==> src/rtl/frame_draw_scheduler_pkg.sv <==
// Shared screen geometry, pixel bus widths and scheduler state encoding
// for the 160x120 frame-buffer draw path.
package frame_draw_scheduler_pkg;

  localparam int SCREEN_W = 160;
  localparam int SCREEN_H = 120;
  localparam int X_W      = 8;
  localparam int Y_W      = 7;
  localparam int COLOUR_W = 12;

  typedef enum logic [1:0] {
    IDLE,
    CLEAR,
    SELECT,
    GRANTED
  } state_t;

endpackage

==> src/rtl/frame_draw_scheduler_if.sv <==
// Requester-side handshake/pixel buses and the arbitrated VGA write port.
// master = scheduler, slave = sprite controllers plus the adapter.
interface frame_draw_scheduler_if #(
  parameter int NUM_REQ = 3
);
  import frame_draw_scheduler_pkg::*;

  logic                         frame;
  logic [NUM_REQ-1:0]           req;
  logic [NUM_REQ-1:0]           done;
  logic [NUM_REQ-1:0]           grant;
  logic [X_W*NUM_REQ-1:0]       req_x;
  logic [Y_W*NUM_REQ-1:0]       req_y;
  logic [COLOUR_W*NUM_REQ-1:0]  req_colour;
  logic [NUM_REQ-1:0]           req_plot;
  logic [X_W-1:0]               vga_x;
  logic [Y_W-1:0]               vga_y;
  logic [COLOUR_W-1:0]          vga_colour;
  logic                         vga_plot;
  logic                         busy;
  logic                         overrun;

  modport master (
    output frame, grant, vga_x, vga_y, vga_colour, vga_plot, busy, overrun,
    input  req, done, req_x, req_y, req_colour, req_plot
  );

  modport slave (
    input  frame, grant, vga_x, vga_y, vga_colour, vga_plot, busy, overrun,
    output req, done, req_x, req_y, req_colour, req_plot
  );

endinterface

==> src/rtl/frame_draw_scheduler_fixed_prio_picker.sv <==
// Combinational lowest-set-bit one-hot selector; bit 0 wins.
module fixed_prio_picker #(
  parameter int N = 3
) (
  input  logic [N-1:0] pending,
  output logic [N-1:0] onehot
);

  logic found;

  always_comb begin
    onehot = '0;
    found  = 1'b0;
    for (int i = 0; i < N; i++) begin
      if (pending[i] && !found) begin
        onehot[i] = 1'b1;
        found     = 1'b1;
      end
    end
  end

endmodule

==> src/rtl/frame_draw_scheduler.sv <==
// Frame-tick sequencer and fixed-priority arbiter for the single VGA pixel-write port.
// Define FRAME_CLEAR_EN to insert a full-screen BG_COLOUR sweep before each sprite pass.
module frame_draw_scheduler
  import frame_draw_scheduler_pkg::*;
#(
  parameter int                  NUM_REQ   = 3,
  parameter int                  FRAME_DIV = 833333,
  parameter logic [COLOUR_W-1:0] BG_COLOUR = 12'h000
) (
  input logic                    clk,
  input logic                    reset,
  frame_draw_scheduler_if.master bus
);

  localparam int CNT_W = (FRAME_DIV > 1) ? $clog2(FRAME_DIV) : 1;

  state_t              state;
  logic [CNT_W-1:0]    cnt;
  logic                frame_w;
  logic [NUM_REQ-1:0]  pending;
  logic [NUM_REQ-1:0]  grant;
  logic [NUM_REQ-1:0]  pick;

  logic [X_W-1:0]      sel_x_p0;
  logic [Y_W-1:0]      sel_y_p0;
  logic [COLOUR_W-1:0] sel_colour_p0;
  logic                sel_plot_p0;

  logic [X_W-1:0]      vga_x_p1;
  logic [Y_W-1:0]      vga_y_p1;
  logic [COLOUR_W-1:0] vga_colour_p1;
  logic                vga_plot_p1;

`ifdef FRAME_CLEAR_EN
  logic [X_W-1:0]      clr_x;
  logic [Y_W-1:0]      clr_y;
`endif

  assign frame_w = (cnt == CNT_W'(FRAME_DIV - 1));

  fixed_prio_picker #(.N(NUM_REQ)) u_picker (
    .pending (pending),
    .onehot  (pick)
  );

  // p0: select the granted requester's pixel slice (grant is one-hot or zero)
  always_comb begin
    sel_x_p0      = '0;
    sel_y_p0      = '0;
    sel_colour_p0 = '0;
    sel_plot_p0   = 1'b0;
    for (int i = 0; i < NUM_REQ; i++) begin
      if (grant[i]) begin
        sel_x_p0      = bus.req_x[i*X_W +: X_W];
        sel_y_p0      = bus.req_y[i*Y_W +: Y_W];
        sel_colour_p0 = bus.req_colour[i*COLOUR_W +: COLOUR_W];
        sel_plot_p0   = bus.req_plot[i];
      end
    end
  end

  always_ff @(posedge clk) begin
    if (reset) begin
      state         <= IDLE;
      cnt           <= '0;
      pending       <= '0;
      grant         <= '0;
      bus.overrun   <= 1'b0;
      vga_x_p1      <= '0;
      vga_y_p1      <= '0;
      vga_colour_p1 <= '0;
      vga_plot_p1   <= 1'b0;
`ifdef FRAME_CLEAR_EN
      clr_x         <= '0;
      clr_y         <= '0;
`endif
    end else begin
      cnt <= frame_w ? '0 : cnt + CNT_W'(1);

      // A tick arriving mid-schedule is dropped, only flagged
      if (frame_w && state != IDLE)
        bus.overrun <= 1'b1;

      // p1: registered write port; x/y/colour hold while nobody owns it
      vga_plot_p1 <= 1'b0;
      if (|grant) begin
        vga_x_p1      <= sel_x_p0;
        vga_y_p1      <= sel_y_p0;
        vga_colour_p1 <= sel_colour_p0;
        vga_plot_p1   <= sel_plot_p0;
      end

      case (state)
        IDLE: begin
          if (frame_w) begin
            pending <= bus.req;
`ifdef FRAME_CLEAR_EN
            clr_x   <= '0;
            clr_y   <= '0;
            state   <= CLEAR;
`else
            state   <= SELECT;
`endif
          end
        end
`ifdef FRAME_CLEAR_EN
        CLEAR: begin
          vga_x_p1      <= clr_x;
          vga_y_p1      <= clr_y;
          vga_colour_p1 <= BG_COLOUR;
          vga_plot_p1   <= 1'b1;
          if (clr_x == X_W'(SCREEN_W - 1)) begin
            clr_x <= '0;
            if (clr_y == Y_W'(SCREEN_H - 1)) begin
              clr_y <= '0;
              state <= SELECT;
            end else begin
              clr_y <= clr_y + Y_W'(1);
            end
          end else begin
            clr_x <= clr_x + X_W'(1);
          end
        end
`endif
        SELECT: begin
          if (pending == '0) begin
            state <= IDLE;
          end else begin
            grant   <= pick;
            pending <= pending & ~pick;
            state   <= GRANTED;
          end
        end
        GRANTED: begin
          if (|(bus.done & grant)) begin
            grant <= '0;
            state <= SELECT;
          end
        end
        default: state <= IDLE;
      endcase
    end
  end

  assign bus.frame      = frame_w;
  assign bus.grant      = grant;
  assign bus.busy       = (state != IDLE);
  assign bus.vga_x      = vga_x_p1;
  assign bus.vga_y      = vga_y_p1;
  assign bus.vga_colour = vga_colour_p1;
  assign bus.vga_plot   = vga_plot_p1;

endmodule
==> src/flat_wrapper.sv <==
// flat-port wrapper written by rule: the top's interface ports become plain ports
module frame_draw_scheduler_flat import frame_draw_scheduler_pkg::*;
#(
  parameter int                  NUM_REQ   = 3,
  parameter int                  FRAME_DIV = 833333,
  parameter logic [COLOUR_W-1:0] BG_COLOUR = 12'h000
)
  (clk, reset, bus_frame, bus_grant, bus_vga_x, bus_vga_y, bus_vga_colour, bus_vga_plot, bus_busy, bus_overrun, bus_req, bus_done, bus_req_x, bus_req_y, bus_req_colour, bus_req_plot);
  frame_draw_scheduler_if #(.NUM_REQ(NUM_REQ)) bus_i ();
  input logic clk;
  input logic reset;
  output wire logic [$bits(bus_i.frame)-1:0] bus_frame;
  output wire logic [$bits(bus_i.grant)-1:0] bus_grant;
  output wire logic [$bits(bus_i.vga_x)-1:0] bus_vga_x;
  output wire logic [$bits(bus_i.vga_y)-1:0] bus_vga_y;
  output wire logic [$bits(bus_i.vga_colour)-1:0] bus_vga_colour;
  output wire logic [$bits(bus_i.vga_plot)-1:0] bus_vga_plot;
  output wire logic [$bits(bus_i.busy)-1:0] bus_busy;
  output wire logic [$bits(bus_i.overrun)-1:0] bus_overrun;
  input wire logic [$bits(bus_i.req)-1:0] bus_req;
  input wire logic [$bits(bus_i.done)-1:0] bus_done;
  input wire logic [$bits(bus_i.req_x)-1:0] bus_req_x;
  input wire logic [$bits(bus_i.req_y)-1:0] bus_req_y;
  input wire logic [$bits(bus_i.req_colour)-1:0] bus_req_colour;
  input wire logic [$bits(bus_i.req_plot)-1:0] bus_req_plot;
  assign bus_frame = bus_i.frame;
  assign bus_grant = bus_i.grant;
  assign bus_vga_x = bus_i.vga_x;
  assign bus_vga_y = bus_i.vga_y;
  assign bus_vga_colour = bus_i.vga_colour;
  assign bus_vga_plot = bus_i.vga_plot;
  assign bus_busy = bus_i.busy;
  assign bus_overrun = bus_i.overrun;
  assign bus_i.req = bus_req;
  assign bus_i.done = bus_done;
  assign bus_i.req_x = bus_req_x;
  assign bus_i.req_y = bus_req_y;
  assign bus_i.req_colour = bus_req_colour;
  assign bus_i.req_plot = bus_req_plot;
  frame_draw_scheduler #(.NUM_REQ(NUM_REQ), .FRAME_DIV(FRAME_DIV), .BG_COLOUR(BG_COLOUR)) u_core (.clk(clk), .reset(reset), .bus(bus_i));
endmodule
==> config.mk <==
export PLATFORM = sky130hd
export DESIGN_NAME = frame_draw_scheduler_flat
export DESIGN_NICKNAME = d
export VERILOG_FILES = /design/src/rtl/frame_draw_scheduler_pkg.sv /design/src/rtl/frame_draw_scheduler_if.sv /design/src/rtl/frame_draw_scheduler_fixed_prio_picker.sv /design/src/rtl/frame_draw_scheduler.sv /design/src/flat_wrapper.sv
export SDC_FILE = /design/constraint.sdc
export NUM_CORES = 1
export LEC_CHECK = 0
export CORE_MARGIN = 3
export CORE_UTILIZATION = 45
export DETAILED_ROUTE_END_ITERATION = 8
export GPL_TIMING_DRIVEN = 0
export PLACE_DENSITY_LB_ADDON = 0.1
export SLEW_MARGIN = 20
export SYNTH_ARGS = -nofsm -noshare
export SYNTH_HDL_FRONTEND = slang
export SYNTH_SLANG_ARGS = --single-unit
==> constraint.sdc <==
create_clock -name clk -period 4.9 [get_ports clk]
set_clock_uncertainty 0.2 [all_clocks]
set_input_delay 0.735 -clock clk [delete_from_list [all_inputs] [get_ports clk]]
set_output_delay 0.735 -clock clk [all_outputs]
set_load 0.02 [all_outputs]
Word level (Yosys, flattened, before mapping)
Index checks and enable logic that the tools add are counted.
{ "totals": {"output_inout_bits": 34, "ff_bits": 57, "elab_cells": 63} }
{ "op_classes": {"eq_ne": 6, "n_reduce_logical": 17, "add_sub_neg": 1, "muxes": 26, "bitwise": 4} }
{ "ops": {"columns": ["cell", "n"], "rows": [
  ["12-bit two-way mux", 3],
  ["8-bit two-way mux", 3],
  ["7-bit two-way mux", 3],
  ["20-bit by 1-bit adder with 20-bit output, second input constant", 1],
  ["20-bit == test, second input constant", 1],
  ["3-bit two-way mux", 4],
  ["3-bit one-hot mux with 2 select lines", 2],
  ["1-bit two-way mux", 7],
  ["3-bit AND", 2],
  ["2-bit two-way mux", 3],
  ["2-bit one-hot mux with 3 select lines", 1],
  ["3-bit AND reduction", 2],
  ["2-bit nonzero test", 3],
  ["3-bit OR reduction", 2],
  ["2-bit == test, second input constant", 2],
  ["2-bit by 1-bit inequality test with 1-bit output, second input constant", 2],
  ["2-bit OR reduction", 2],
  ["1-bit logical AND", 3],
  ["3-bit zero test", 1],
  ["3-bit NOT", 1],
  ["1-bit zero test", 2],
  ["2-bit zero test", 1],
  ["2-bit inequality test, second input constant", 1],
  ["2-bit AND reduction", 1],
  ["1-bit NOT", 1]
]} }

Depth between registers and ports, before layout
{ "logic_depth": {"depth_word": 11, "mapped_depth": 8, "depth_no_buf": 6} }

Hierarchy
Synthesis repeated with hierarchy kept, for this count alone.
{ "unflattened": {"hier_cells": 365, "hier_area_um2": 3083.0} }
{ "by_module_without_submodules": {"columns": ["module", "instances", "area_per_inst_um2", "cells_per_inst"], "rows": [
  ["frame_draw_scheduler", 1, 3056.7, 362],
  ["fixed_prio_picker", 1, 26.3, 3]
]} }

Least setup slack after synthesis
OpenSTA, ideal clock, no wires.
{ "synth_path": {"path_kind": "reg2reg", "from": "reg u_core.cnt[0]", "to": "reg u_core.state[1]", "arrival_ps": 1852, "n_path_buf": 1, "stages_incl_launch_ff": 8, "setup_ps": 132, "setup_slack_ps": 2715, "synth_period_minus_slack_ps": 2185, "cell_sequence": "dfxtp_1 > inv_1 > ha_1 > nand4bb_1 > or4_1 > buf_2 > o211ai_1 > or3b_2"} }
{ "synth_between": {"elab_chain_len": 3} }
{ "synth_rtl": {"columns": ["item", "line", "text"], "rows": [
  ["start: declaration", "frame_draw_scheduler.sv:18", "logic [CNT_W-1:0] cnt;"],
  ["start signal: assignment", "frame_draw_scheduler.sv:78", "cnt <= frame_w ? '0 : cnt + CNT_W'(1);"],
  ["20-bit == test", "frame_draw_scheduler.sv:39", "assign frame_w = (cnt == CNT_W'(FRAME_DIV - 1));"],
  ["2-bit by 1-bit inequality test with 1-bit output (no line)", null, null],
  ["2-bit AND reduction (no line)", null, null],
  ["end signal: assignment", "frame_draw_scheduler.sv:64", "state <= IDLE;"],
  ["end signal: assignment", "frame_draw_scheduler.sv:102", "state <= SELECT;"],
  ["end signal: assignment", "frame_draw_scheduler.sv:127", "state <= IDLE;"],
  ["end: declaration", "frame_draw_scheduler.sv:17", "state_t state;"]
]} }
Every way passes these cells.
A chain may end at the register's enable or synchronous reset.

Worst setup path after layout
{ "layout_path": {"from": "reg u_core.cnt[10]", "to": "out bus_frame"} }
{ "layout_between": {"elab_chain_len": 1} }
{ "layout_rtl": {"columns": ["item", "line", "text"], "rows": [
  ["20-bit == test", "frame_draw_scheduler.sv:39", null],
  ["end: declaration", "flat_wrapper.sv:12", "output wire logic [$bits(bus_i.frame)-1:0] bus_frame;"]
]} }
Every way passes these cells.

==> results_dict.tcl <==
set metrics [dict create \
    wl_um 9040 \
    grt_max_degree 11 \
    cp_data_arrival_time_ns 2.21 \
    hold_violations 0 \
    startpoint_type "flop" \
    tightest_slew_ns 0.844 \
    synth_top_cell_by_area "dfxtp_1" \
    cts_resized 0 \
    antenna_left 0 \
    setup_viol 0 \
    fp.dieH_um 85.8 \
    worstPathCellList "or3b_2, nor3_1, and2_1, clkdlybuf4s50_1" \
    period_needed_ns 3.15 \
    avgRoutedWirePerCell_um 16.4 \
    synth_cell_type_count 47 \
    clock_latency_ns 0.33 \
    dp_cells 534 \
    crit_path_top_delay_cell "clkdlybuf4s50_1" \
    status "finished clean" \
    ys_top_cells_by_area "dfxtp_1 (40%), a22o_1 (8.3%), a22oi_1 (7.3%)" \
    fp-row-count 28 \
    drtIter0Drc 178 \
    fin_crit_sh 0.642 \
    syn_nets 432 \
    grt_pass1_wl_um 14400 \
    port_buffers 125 \
    required_ns 3.96 \
    num_vias 3100 \
    avgSynthCellArea_um2 8.58 \
    n_antenna_cell 0 \
    slew_headroom 0.433 \
    postLayoutCellArea_um2 4400 \
    nNetsFinal 568 \
    grt_pass1_vias 2870 \
    path_delay_family "simple AND/OR/NAND/NOR gates" \
    post_cts.repair.setup_buffers 0 \
    clk_pin_slew_ns 0.06 \
    hold_buffers 0 \
    fmax_ghz 0.318 \
    synth_area_um2 2870 \
    syn_to_final_growth_pct 53.5 \
    io_pins 126 \
    ys_ff_latch 57 \
    drv_slew 0 \
    clockRootBuffer "clkbuf_8" \
    endpoint_kind "output port" \
    startpoint "u_core.cnt[10]" \
    cts_tree "done" \
    path_class "flop to output port" \
    synth.top_cell.area_share 0.398 \
    synth_edf_count 0 \
    layout-drive-gt1-share 0.0463 \
    place_ws_ns 2.05 \
    die_w_um 85.8 \
    synth_ff_type "dfxtp_1" \
    initial_core_util 0.475 \
    yosysWarnings 0 \
    cts_buffers 9 \
    grt_overflow_total 0 \
    maxCapViolCount 0 \
    dpl.hpwl_um 6760 \
    firstDrtPassIters 5 \
    hp-start "u_core.bus.overrun" \
    stdcell_count 550 \
    clockBufferDepth 2 \
    cts_sinks 57 \
    synthArstFlopShare 0 \
    r2r-start "u_core.cnt[0]" \
    synthCells 334 \
    total_leakage_power_uw 0.00153 \
    postPlaceCellArea_um2 4210 \
    powerDensity_nw_per_um2 234 \
    path_max_fanout 5 \
    critPathBufInv 1 \
    hold_class "flop to flop" \
    setup_ws_ns 1.75 \
    ir_drop_mv 0.193 \
    ctsHtreeMaxLevel 3 \
    die_area_um2 7360 \
    place_congestion 0.881 \
    antenna_found_initial 0 \
    cpPeakStageDelay_ns 0.60 \
    routed_via_density 5.64 \
    grt_use_total 0.246 \
    setup_tns_ns 0 \
    total_power_uw 1030 \
    core_um2 6030 \
    synth-seq-area-share 0.398 \
    drc_errors 0 \
    rsz0062_at_grt "no" \
]
## metal layers
metal  GRT usage  part of all wire  up-vias
li1            -                 -     1513
met1       0.320              0.41     1448
met2       0.403              0.50      131
met3      0.0663             0.082        8
met4      0.0633             0.012        0
met5           0                 0        -
## report_power, final
| part | internal (uW) | total, uW | switching [uW] |
|---|---|---|---|
| Sequential | 468 | 473 | 5.09 |
| Combinational | 85.0 | 131 | 45.7 |
| Clock | 248 | 425 | 177 |
| Total | 800 | 1030 | 228 |
## metrics by stage
step                hold WS (ns)  utilization
finish                     0.270        0.730
global route               0.283        0.730
CTS                        0.268        0.730
detailed placement         0.253        0.699
global placement           0.246        0.699
floorplan                  0.237            -
## path summary, 6_finish.rpt
check                             to  slack, ns  cells after the start
setup / recovery           bus_frame       1.75                      4
hold / removal    u_core.bus.overrun       0.27                      1
setup reg to reg     u_core.state[1]       2.53                      7
hold reg to reg   u_core.bus.overrun       0.27                      1
## kinds of logic after synthesis
group / Yosys count / share of synthesized area
flops: 57 / 0.398
mux: 5 / 0.0175
simple gates: 111 / 0.203
xor+xnor: 15 / 0.0459
compound gates: 106 / 0.263
buf+inv: 34 / 0.0463
fa+ha+maj: 6 / 0.0262
## cell usage after synthesis, drive strengths merged (2+ instances only)
| cell type | number |
|---|---|
| a21oi | 3 |
| a221oi | 3 |
| a22o | 27 |
| a22oi | 28 |
| a32oi | 2 |
| and2 | 2 |
| and4 | 2 |
| buf | 6 |
| clkbuf | 17 |
| dfxtp | 57 |
| ha | 6 |
| inv | 11 |
| mux2i | 5 |
| nand2 | 35 |
| nand3 | 7 |
| nand4 | 8 |
| nand4b | 2 |
| nor2 | 24 |
| nor2b | 3 |
| nor3 | 6 |
| nor4 | 5 |
| o21ai | 32 |
| o31ai | 4 |
| or3 | 3 |
| or3b | 2 |
| or4 | 2 |
| or4b | 2 |
| xnor2 | 8 |
| xor2 | 7 |
## area by class of cell
type / instances / area, um2
Sequential cell: 57 / 1140
Timing Repair Buffer: 125 / 1250
Clock inverter: 3 / 40.0
Multi-Input combinational cell: 243 / 1590
Tap cell: 75 / 93.8
Clock buffer: 13 / 149
Inverter: 11 / 41.3
Buffer: 23 / 91.3
Fill cell: 501 / 1630
## flip-flops by register name, indices dropped and copies added, names as in the netlist, 2 cells and up
register,flops
u_core.bus.vga_x,8
u_core.state,2
u_core.bus.vga_colour,12
u_core.bus.vga_y,7
u_core.bus.grant,3
u_core.cnt,20
u_core.pending,3
## layout by cell type, fill, tap and decap left out, drive strengths merged, types with 3 or more instances in the layout
| cell | count |
|---|---|
| inv | 11 |
| xor2 | 7 |
| a21oi | 3 |
| nor2 | 24 |
| a221oi | 3 |
| nor2b | 3 |
| xnor2 | 8 |
| o21ai | 32 |
| clkdlybuf4s50 | 125 |
| nor4 | 5 |
| dfxtp | 57 |
| o31ai | 4 |
| nand2 | 35 |
| buf | 6 |
| nand4 | 8 |
| or3 | 3 |
| a22o | 27 |
| clkbuf | 30 |
| nor3 | 6 |
| a22oi | 28 |
| nand3 | 7 |
| ha | 6 |
| mux2i | 5 |
No activity file was read; power rests on OpenSTA's default activity.
